## src/rtl/riscv_defines.sv

```systemverilog
// Shared definitions for the EX-to-MEM result queue: entry layout and
// functional-unit source indices.
package riscv_defines;

    localparam int unsigned EXQ_DATA_W = 32;
    localparam int unsigned EXQ_ADDR_W = 6;

    // Result source indices into src_sel_i / src_data_i / src_ready_i
    localparam int unsigned EXQ_SRC_ALU = 0;
    localparam int unsigned EXQ_SRC_DIV = 1;
    localparam int unsigned EXQ_SRC_MUL = 2;
    localparam int unsigned EXQ_SRC_CSR = 3;

    typedef struct packed {
        logic                  we;
        logic [EXQ_ADDR_W-1:0] waddr;
        logic [EXQ_DATA_W-1:0] wdata;
    } ex_wb_entry_t;

endpackage

```

## src/rtl/riscv_onehot_mux.sv

```systemverilog
// Result source selector: lowest set bit of sel wins; no bit set yields
// zero data with ready forced high. err flags a select that is not one-hot.
module riscv_onehot_mux #(
    parameter int unsigned NUM_SRC = 4,
    parameter int unsigned DATA_W  = 32
) (
    input  logic [NUM_SRC-1:0]        sel,
    input  logic [NUM_SRC*DATA_W-1:0] data,
    input  logic [NUM_SRC-1:0]        ready,
    output logic [DATA_W-1:0]         out_data,
    output logic                      out_ready,
    output logic                      err
);

    // Priority pick of the lowest selected source plus population count
    always_comb begin
        logic        found;
        int unsigned ones;
        out_data  = '0;
        out_ready = 1'b1;
        found     = 1'b0;
        ones      = 0;
        for (int unsigned k = 0; k < NUM_SRC; k++) begin
            if (sel[k]) begin
                ones = ones + 1;
                if (!found) begin
                    found     = 1'b1;
                    out_data  = data[k*DATA_W +: DATA_W];
                    out_ready = ready[k];
                end
            end
        end
        err = (ones != 1);
    end

endmodule

```

## src/rtl/riscv_ex_wb_queue.sv

```systemverilog
// EX-to-MEM result FIFO fed by several functional units, with a
// youngest-first forwarding lookup over the incoming push and queued entries.
module riscv_ex_wb_queue
    import riscv_defines::*;
#(
    parameter int unsigned DATA_W  = 32,
    parameter int unsigned ADDR_W  = 6,
    parameter int unsigned NUM_SRC = 4,
    parameter int unsigned DEPTH   = 2
) (
    input  logic                      clk,
    input  logic                      rst_n,
    input  logic                      flush_i,
    input  logic                      in_valid_i,
    input  logic [NUM_SRC-1:0]        src_sel_i,
    input  logic [NUM_SRC*DATA_W-1:0] src_data_i,
    input  logic [NUM_SRC-1:0]        src_ready_i,
    input  logic                      we_i,
    input  logic [ADDR_W-1:0]         waddr_i,
    output logic                      in_ready_o,
    output logic                      sel_err_o,
    output logic                      out_valid_o,
    input  logic                      out_ready_i,
    output logic                      out_we_o,
    output logic [ADDR_W-1:0]         out_waddr_o,
    output logic [DATA_W-1:0]         out_wdata_o,
    output logic [$clog2(DEPTH+1)-1:0] count_o,
    input  logic [ADDR_W-1:0]         fw_raddr_i,
    output logic                      fw_hit_o,
    output logic [DATA_W-1:0]         fw_data_o
);

    localparam int unsigned CW = $clog2(DEPTH + 1);
    localparam int unsigned PW = (DEPTH > 1) ? $clog2(DEPTH) : 1;

    typedef struct packed {
        logic              we;
        logic [ADDR_W-1:0] waddr;
        logic [DATA_W-1:0] wdata;
    } entry_t;

    entry_t          mem [DEPTH];
    logic [PW-1:0]   rd_ptr;
    logic [PW-1:0]   wr_ptr;
    logic [CW-1:0]   count;

    logic [DATA_W-1:0] sel_data;
    logic              sel_ready;
    logic              sel_err;
    logic              push;
    logic              pop;

    riscv_onehot_mux #(
        .NUM_SRC (NUM_SRC),
        .DATA_W  (DATA_W)
    ) u_src_mux (
        .sel       (src_sel_i),
        .data      (src_data_i),
        .ready     (src_ready_i),
        .out_data  (sel_data),
        .out_ready (sel_ready),
        .err       (sel_err)
    );

    function automatic logic [PW-1:0] next_ptr(input logic [PW-1:0] p);
        return (p == PW'(DEPTH - 1)) ? '0 : p + 1'b1;
    endfunction

    assign out_valid_o = (count != '0);
    assign sel_err_o   = in_valid_i & sel_err;
    assign push        = in_valid_i & sel_ready & ~flush_i &
                         ((count < CW'(DEPTH)) | (out_valid_o & out_ready_i));
    assign pop         = out_valid_o & out_ready_i & ~flush_i;
    assign in_ready_o  = push;
    assign count_o     = count;

    assign out_we_o    = out_valid_o ? mem[rd_ptr].we    : 1'b0;
    assign out_waddr_o = out_valid_o ? mem[rd_ptr].waddr : '0;
    assign out_wdata_o = out_valid_o ? mem[rd_ptr].wdata : '0;

    // Pointer and occupancy bookkeeping; flush returns to the empty state
    always_ff @(posedge clk or negedge rst_n) begin
        if (!rst_n) begin
            rd_ptr <= '0;
            wr_ptr <= '0;
            count  <= '0;
        end else if (flush_i) begin
            rd_ptr <= '0;
            wr_ptr <= '0;
            count  <= '0;
        end else begin
            if (push) wr_ptr <= next_ptr(wr_ptr);
            if (pop)  rd_ptr <= next_ptr(rd_ptr);
            if (push && !pop)      count <= count + 1'b1;
            else if (pop && !push) count <= count - 1'b1;
        end
    end

    // Entry storage; contents are only observed while counted as occupied
    always_ff @(posedge clk) begin
        if (push) mem[wr_ptr] <= '{we: we_i, waddr: waddr_i, wdata: sel_data};
    end

    // Forwarding candidates, slot i is the (i+1)-th youngest queued entry
    logic [DEPTH-1:0]  q_hit;
    logic [DATA_W-1:0] q_data [DEPTH];

    for (genvar i = 0; i < DEPTH; i++) begin : g_fw
        localparam int unsigned OFF = i + 1;
        logic [PW-1:0] idx;

        // Walk backwards from the write pointer, wrapping below slot 0
        always_comb begin
            if (int'(wr_ptr) >= int'(OFF)) idx = PW'(int'(wr_ptr) - int'(OFF));
            else                           idx = PW'(int'(wr_ptr) + int'(DEPTH) - int'(OFF));
        end

        assign q_hit[i]  = (CW'(i) < count) && mem[idx].we && (mem[idx].waddr == fw_raddr_i);
        assign q_data[i] = mem[idx].wdata;
    end

    logic in_hit;
    assign in_hit = in_valid_i & sel_ready & we_i & (waddr_i == fw_raddr_i);

    // Priority resolve: incoming push, then queued entries youngest first
    always_comb begin
        logic found;
        found     = 1'b0;
        fw_hit_o  = 1'b0;
        fw_data_o = '0;
        if (!flush_i && (fw_raddr_i != '0)) begin
            if (in_hit) begin
                found     = 1'b1;
                fw_hit_o  = 1'b1;
                fw_data_o = sel_data;
            end
            for (int unsigned i = 0; i < DEPTH; i++) begin
                if (q_hit[i] && !found) begin
                    found     = 1'b1;
                    fw_hit_o  = 1'b1;
                    fw_data_o = q_data[i];
                end
            end
        end
    end

endmodule

```

## config.mk

```make
export PLATFORM = sky130hd
export DESIGN_NAME = riscv_ex_wb_queue
export DESIGN_NICKNAME = d
export VERILOG_FILES = /design/src/rtl/riscv_defines.sv /design/src/rtl/riscv_onehot_mux.sv /design/src/rtl/riscv_ex_wb_queue.sv
export SDC_FILE = /design/constraint.sdc
export NUM_CORES = 1
export LEC_CHECK = 0
export ABC_AREA = 1
export CAP_MARGIN = 0
export CORE_ASPECT_RATIO = 0.9
export CORE_UTILIZATION = 42
export CTS_CLUSTER_DIAMETER = 40
export DETAILED_ROUTE_END_ITERATION = 10
export PLACE_DENSITY = 0.85
export SYNTH_ARGS = -nofsm -noshare
export SYNTH_HDL_FRONTEND = slang
export SYNTH_HIERARCHICAL = 1
export SYNTH_SLANG_ARGS = --single-unit
```

## constraint.sdc

```tcl
create_clock -name clk -period 2.97 [get_ports clk]
set_input_delay 0.297 -clock clk [delete_from_list [all_inputs] [get_ports clk]]
set_output_delay 0.297 -clock clk [all_outputs]
set_load 0.005 [all_outputs]
```

; Yosys cells after proc, flatten, opt, wreduce, memory -nomap -nowiden
; Memory sizes are Yosys's and may differ from the RTL's.
; Index checks and enable logic that the tools add are counted.
[totals]
input_bits = 154
ff_bits = 4
romBits = 0
memories = 1
out_inout_bits = 77
ramBits = 78
latchBits = 0
wordCells = 99
[memory_table]
columns = name, words, word_bits, read_ports, rd_ports_with_merged_regs, write_ports, line_no
row1 = mem, 2, 39, 3, 0, 1, riscv_ex_wb_queue.sv:42  ; entry_t mem [DEPTH];
[classes]
n_shift = 0
order_cmp = 4
add_sub_neg = 11
mux = 47
reduce_logical = 19
n_div = 0
n_eq_ne = 4
n_bitwise = 10
n_mul = 0
[ops]
columns = cell, n
row1 = two-way mux 32 bit, 15
row2 = adder 32 x 1 -> 32 bit (second input constant), 2
row3 = inequality test 32 x 1 -> 1 bit (second input constant), 1
row4 = two-way mux 1 bit, 28
row5 = == test 6 bit, 3
row6 = logical AND 1 bit, 9
row7 = bitwise AND 1 bit, 8
row8 = two-way mux 2 bit, 3
row9 = two-way mux 6 bit, 1
row10 = nonzero test 2 bit, 3
row11 = nonzero test 6 bit, 1
row12 = logical NOT 1 bit, 5
row13 = < comparator 1 x 2 -> 1 bit (first input constant), 2
row14 = adder 1 bit (second input constant), 3
row15 = nonzero test 3 bit, 1
row16 = subtractor 1 bit (second input constant), 3
row17 = adder 1 x 1 -> 2 bit (second input constant), 1
row18 = adder 2 x 1 -> 2 bit (second input constant), 1
row19 = < comparator 2 bit (second input constant), 1
row20 = subtractor 2 x 1 -> 2 bit (second input constant), 1
row21 = greater-or-equal comparator 1 bit (second input constant), 1
row22 = inverter 1 bit, 1
row23 = OR 1 bit, 1

; Longest topological paths before layout
[logic_depth]
depth_word = 20
depth_mapped = 20
mapped_depth_nobuf = 16

; By module
; Netlist, hierarchy kept.
[by_module_without_submodules]
columns = mod, seq_area_each_um2, area_each_um2, cells_each, instances
row1 = riscv_ex_wb_queue, 2442.3, 5425.2, 775, 1
row2 = riscv_onehot_mux, 0.0, 1341.3, 282, 1

; Worst setup path after synthesis
; OpenSTA, ideal clock, no wires.
[synth_path]
path_kind = input to register
startpoint = input port src_sel_i[1]
endpoint = memory mem[0][0] in the netlist's numbering (enable)
path_slack_ps = -1007
n_path_buf = 4
t_arrival_ps = 3542
required_ps = 2535
setup_ps = 435
stages = 13
path_cell_list = buf_2 clkbuf_1 inv_1 ha_1 nand2_2 buf_6 buf_2 nand3_1 a21oi_1 nand2_1 nor2_1 o21ai_0 nor2_1
[synth_between]
elab_chain_cells = 10
elab_cells_between_ends = 12
cone_classes = 9 x mux / 3 x bitwise
[synth_rtl]
columns = element, line_no
row1 = start: declaration, riscv_ex_wb_queue.sv:15  ; input logic [NUM_SRC-1:0] src_sel_i,
row2 = two-way mux 1 bit, riscv_onehot_mux.sv:24  ; if (sel[k]) begin
row3 = two-way mux 1 bit, riscv_onehot_mux.sv:26  ; if (!found) begin
row4 = two-way mux 1 bit, riscv_onehot_mux.sv:24
row5 = two-way mux 1 bit, riscv_onehot_mux.sv:26
row6 = two-way mux 1 bit (*), riscv_onehot_mux.sv:24
row7 = net sel_ready, riscv_ex_wb_queue.sv:48  ; logic sel_ready;
row8 = bitwise AND 1 bit (*) (3 in a row), riscv_ex_wb_queue.sv:71  ; assign push = in_valid_i & sel_ready & ~flush_i &
row9 = two-way mux 1 bit (*), riscv_ex_wb_queue.sv:101  ; if (push) mem[wr_ptr] <= '{we: we_i, waddr: waddr_i, wdata: sel_data};
row10 = two-way mux 1 bit (implied by the code) (*), riscv_ex_wb_queue.sv:101
row11 = end: declaration, riscv_ex_wb_queue.sv:42
; Mark *: on every way through the listed nets, which the timed path passes. The rest lies on a longest branch.

; Final worst setup path
[layout_path]
startpoint = input port src_sel_i[1]
endpoint = output port sel_err_o
[layout_between]
elab_chain_cells = 7
[layout_rtl]
columns = element, line_no
row1 = two-way mux 32 bit (*), riscv_onehot_mux.sv:24
row2 = adder 32 x 1 -> 32 bit, riscv_onehot_mux.sv:25  ; ones = ones + 1;
row3 = two-way mux 32 bit (*), riscv_onehot_mux.sv:24
row4 = adder 32 x 1 -> 32 bit, riscv_onehot_mux.sv:25
row5 = two-way mux 32 bit (*), riscv_onehot_mux.sv:24
row6 = inequality test 32 x 1 -> 1 bit (*), riscv_onehot_mux.sv:33  ; err = (ones != 1);
row7 = net sel_err, riscv_ex_wb_queue.sv:49  ; logic sel_err;
row8 = bitwise AND 1 bit (*), riscv_ex_wb_queue.sv:70  ; assign sel_err_o = in_valid_i & sel_err;
row9 = end: declaration, riscv_ex_wb_queue.sv:21  ; output logic sel_err_o,
; Marked as above.

==> flow_summary.toml <==
[final_layout]
fillers = 1372
fin_cells = 1513
area_delta_synth_final_pct = 49.3
fin_nets = 1464
layout_common_cells = "nand2_1, clkdlybuf4s50_1, nand3_1"
layout.cells.most_common = "nand2_1"
drive_above_1_share_pct = 10.7
seqCellArea_um2 = 2440
multi_input_area_um2 = 3830

[hold_path]
hold_path.class = "input pin to async pin"

[route]
drt-vias-per-instance = 5.31
wl_um = 24700
wl_per_cell_um = 16.3
dr.pass1.iters = 5
drt_iter0_drc = 803
ant_nets = 0
dr_total_vias = 8029
drc = 0

[floorplanning]
start_util_pct = 43.4
core_area_um2 = 15600
die_h_um = 122
num_rows = 43
io_pins = 231
dieArea_um2 = 16600
die_w_um = 136

[critical_path]
r2r_cells = 6
crit_chain = "dlygate4sd2_1 > buf_4 > buf_4 > ha_1 > o21ai_1 > inv_1 > ha_1 > nor2_1 > o21ai_0 > nand2_1 > nand2_1 > nand2_1 > inv_1 > clkdlybuf4s50_1"
required_ps = 2670
regToRegEndpoint = "mem[0][12]"
endpoint_kind = "output pin"
cpMaxStageDelayCell = "clkdlybuf4s50_1"
crit_path_start = "src_sel_i[1]"
cp_num_buf_inv = 6
cpPeakStageDelay_ps = 440
path_class = "input pin to output pin"
r2r-start = "count_o[0]"
critPathTopFamily = "buffers and inverters"
rrSetupSlack_ps = 1150
start_kind = "input pin"
crit_arrival_ps = 2590
path_max_fanout = 33
critPathMostFrequentCell = "nand2_1"

[timing]
max_slew_margin_pct = 51.2
finalSetupViolCount = 0
setup-tns-final_ps = 0
min_period_ps = 2890
hold_viol = 0
fin_ws_ps = 79.1
slew_violations = 0
finClkSkew_ps = 4.98
timing.final.crit_share_pct = 97.3
rsz0062_at_grt = "yes"
tightest_slew_ps = 732
maxClockFrequency_ghz = 0.346
whs_ps = 161

[pwr]
p_comb_share_pct = 44.0
clkPwrFrac_pct = 23.8
ir_drop_mv = 0.274
switchingPower_mw = 1.54
swShare_pct = 34.2
power_leakage_nw = 4.61
power.density_nw_per_um2 = 446
p_int_mw = 2.96
power_frac_seq_pct = 32.1

[clock_tree]
cts_sinks = 82
tritoncts = "built"
cts_buffers = 9
htreeDepth = 3
clockBufferDepth = 2
cts-root-buf = "clkbuf_16"
clock_latency_ps = 340
clkTransAtPathRegs_ps = 60

[run_status]
status = "finished, final reports clean"

[logic_synthesis]
syn_area_um2 = 6770
avgSynthCellArea_um2 = 6.40
synth_seq_area_share_pct = 36.1
synth_seq_cells = 82
synth_top_area_share_pct = 34.6
ys_warn_count = 6
ys_types = 32
synth.largest_area_cell = "edfxtp_1"
synth_fp_nets = 1216
synthTopCellsByArea = "edfxtp_1, nand2_1, nand3_1, o21ai_0, nor2_1"
syn_inst = 1057

[place]
placed_cells = 1479
place_ws_ps = -563
post-dp-hpwl_um = 17800
port_buffers = 230
gp_congestion = 0.923

[global_routing]
grt_max_degree = 66
grt_use_total_pct = 29.9
grt_pass1_vias = 7399
grt_pass1_wl_um = 38100
grt_remaining_overflow = 0
antenna_found_initial = 1

[job]
drv_cap = 0
timing repair:
| item | CTS | global route |
|---|---|---|
| setup endpoints to repair | 34 | 33 |
| buffers inserted | 14 | 3 |
| pin swaps | 6 | 15 |
| hold buffers | 0 | 0 |
| cloned | 2 | 0 |
| hold endpoints to repair | 0 | 0 |
| gates resized for setup | 56 | 48 |
registers in the layout, indices dropped and copies added (netlist names):
signal   flops
mem         78
count_o      2
rd_ptr       1
wr_ptr       1
worst reg2reg max path, cell delays in order (launching register included):
cell,delay [ps]
dfrtp_1,370
inv_1,80
ha_1,220
nor2_1,150
o21ai_1,140
nor2_4,320
buf_12,230
power groups by stage:
| stage | Combinational [mW] | Sequential, mW | Clock (mW) |
|---|---|---|---|
| after detailed placement | 1.92 | 1.47 | 0 |
| after floorplan | 0.934 | 1.42 | 0 |
| after global placement | 1.88 | 1.46 | 0 |
| after global routing | 2.17 | 1.46 | 1.12 |
| after CTS | 1.93 | 1.44 | 1.08 |
| final | 1.98 | 1.45 | 1.07 |
worst max-delay path by stage:
stage                     to  slack [ps]  depth (start not counted)
2_1_floorplan      mem[0][0]          30                         13
3_3_place_gp   fw_data_o[14]        -520                         19
3_5_place_dp   fw_data_o[29]        -560                         19
4_1_cts        fw_data_o[27]          10                         14
5_1_grt        fw_data_o[17]         -30                         19
6_report           sel_err_o          80                         14
logic make-up (layout without fill, tap and decap cells):
group	Yosys count	in the layout	share of synthesized area, %
adders and majority gates	5	5	0.925
and+or+nand+nor	664	665	41.6
xor gates and xnor gates	6	6	0.777
DFF	82	82	36.1
other	0	1	0
buffers and inverters	148	400	9.26
AOI/OAI and AO/OA	152	152	11.3
per-stage QoR:
stage / total power [mW] / cell area [um2] / utilization, %
2_1_floorplan: 2.36 / 6780 / -
3_3_place_gp: 3.34 / 9550 / 61.2
3_5_place_dp: 3.39 / 9550 / 61.2
4_1_cts: 4.45 / 10000 / 64.2
5_1_grt: 4.75 / 10100 / 64.7
6_report: 4.50 / 10100 / 64.7
final cells by class:
type,count,area share (%)
Sequential cell,82,24.2
Clock inverter,5,0.446
Inverter,77,2.91
Antenna cell,1,0.0248
Multi-Input combinational cell,828,37.9
Clock buffer,11,2.30
Tap cell,202,2.50
Timing Repair Buffer,307,29.7
cell usage after synthesis:
master	count
o22ai_1	1
nand3_2	2
nand3_1	159
and3_1	1
nand2_2	2
buf_6	3
xnor2_1	5
buf_4	4
ha_1	5
inv_2	3
nor3_1	1
nor2_4	1
nand4_1	1
o21ai_0	109
a21oi_1	39
nand2b_1	1
buf_2	27
edfxtp_1	78
nor2_1	123
or2_2	8
nand2_1	337
clkbuf_1	30
or2_1	20
inv_1	74
or2_0	6
dfrtp_1	4
xor2_1	1
o211ai_1	1
o21ai_1	1
o31ai_1	1
buf_1	7
nor2_2	2
layer usage:
layer  vias up  part of all wire, %  track usage, %
li1       3942                    -               -
met4         0                  2.3            9.41
met2       401                   49            51.6
met3        44                  8.3            4.38
met5         -                    0               0
met1      3642                   40            38.4
Power figures use the tool's default switching activity.
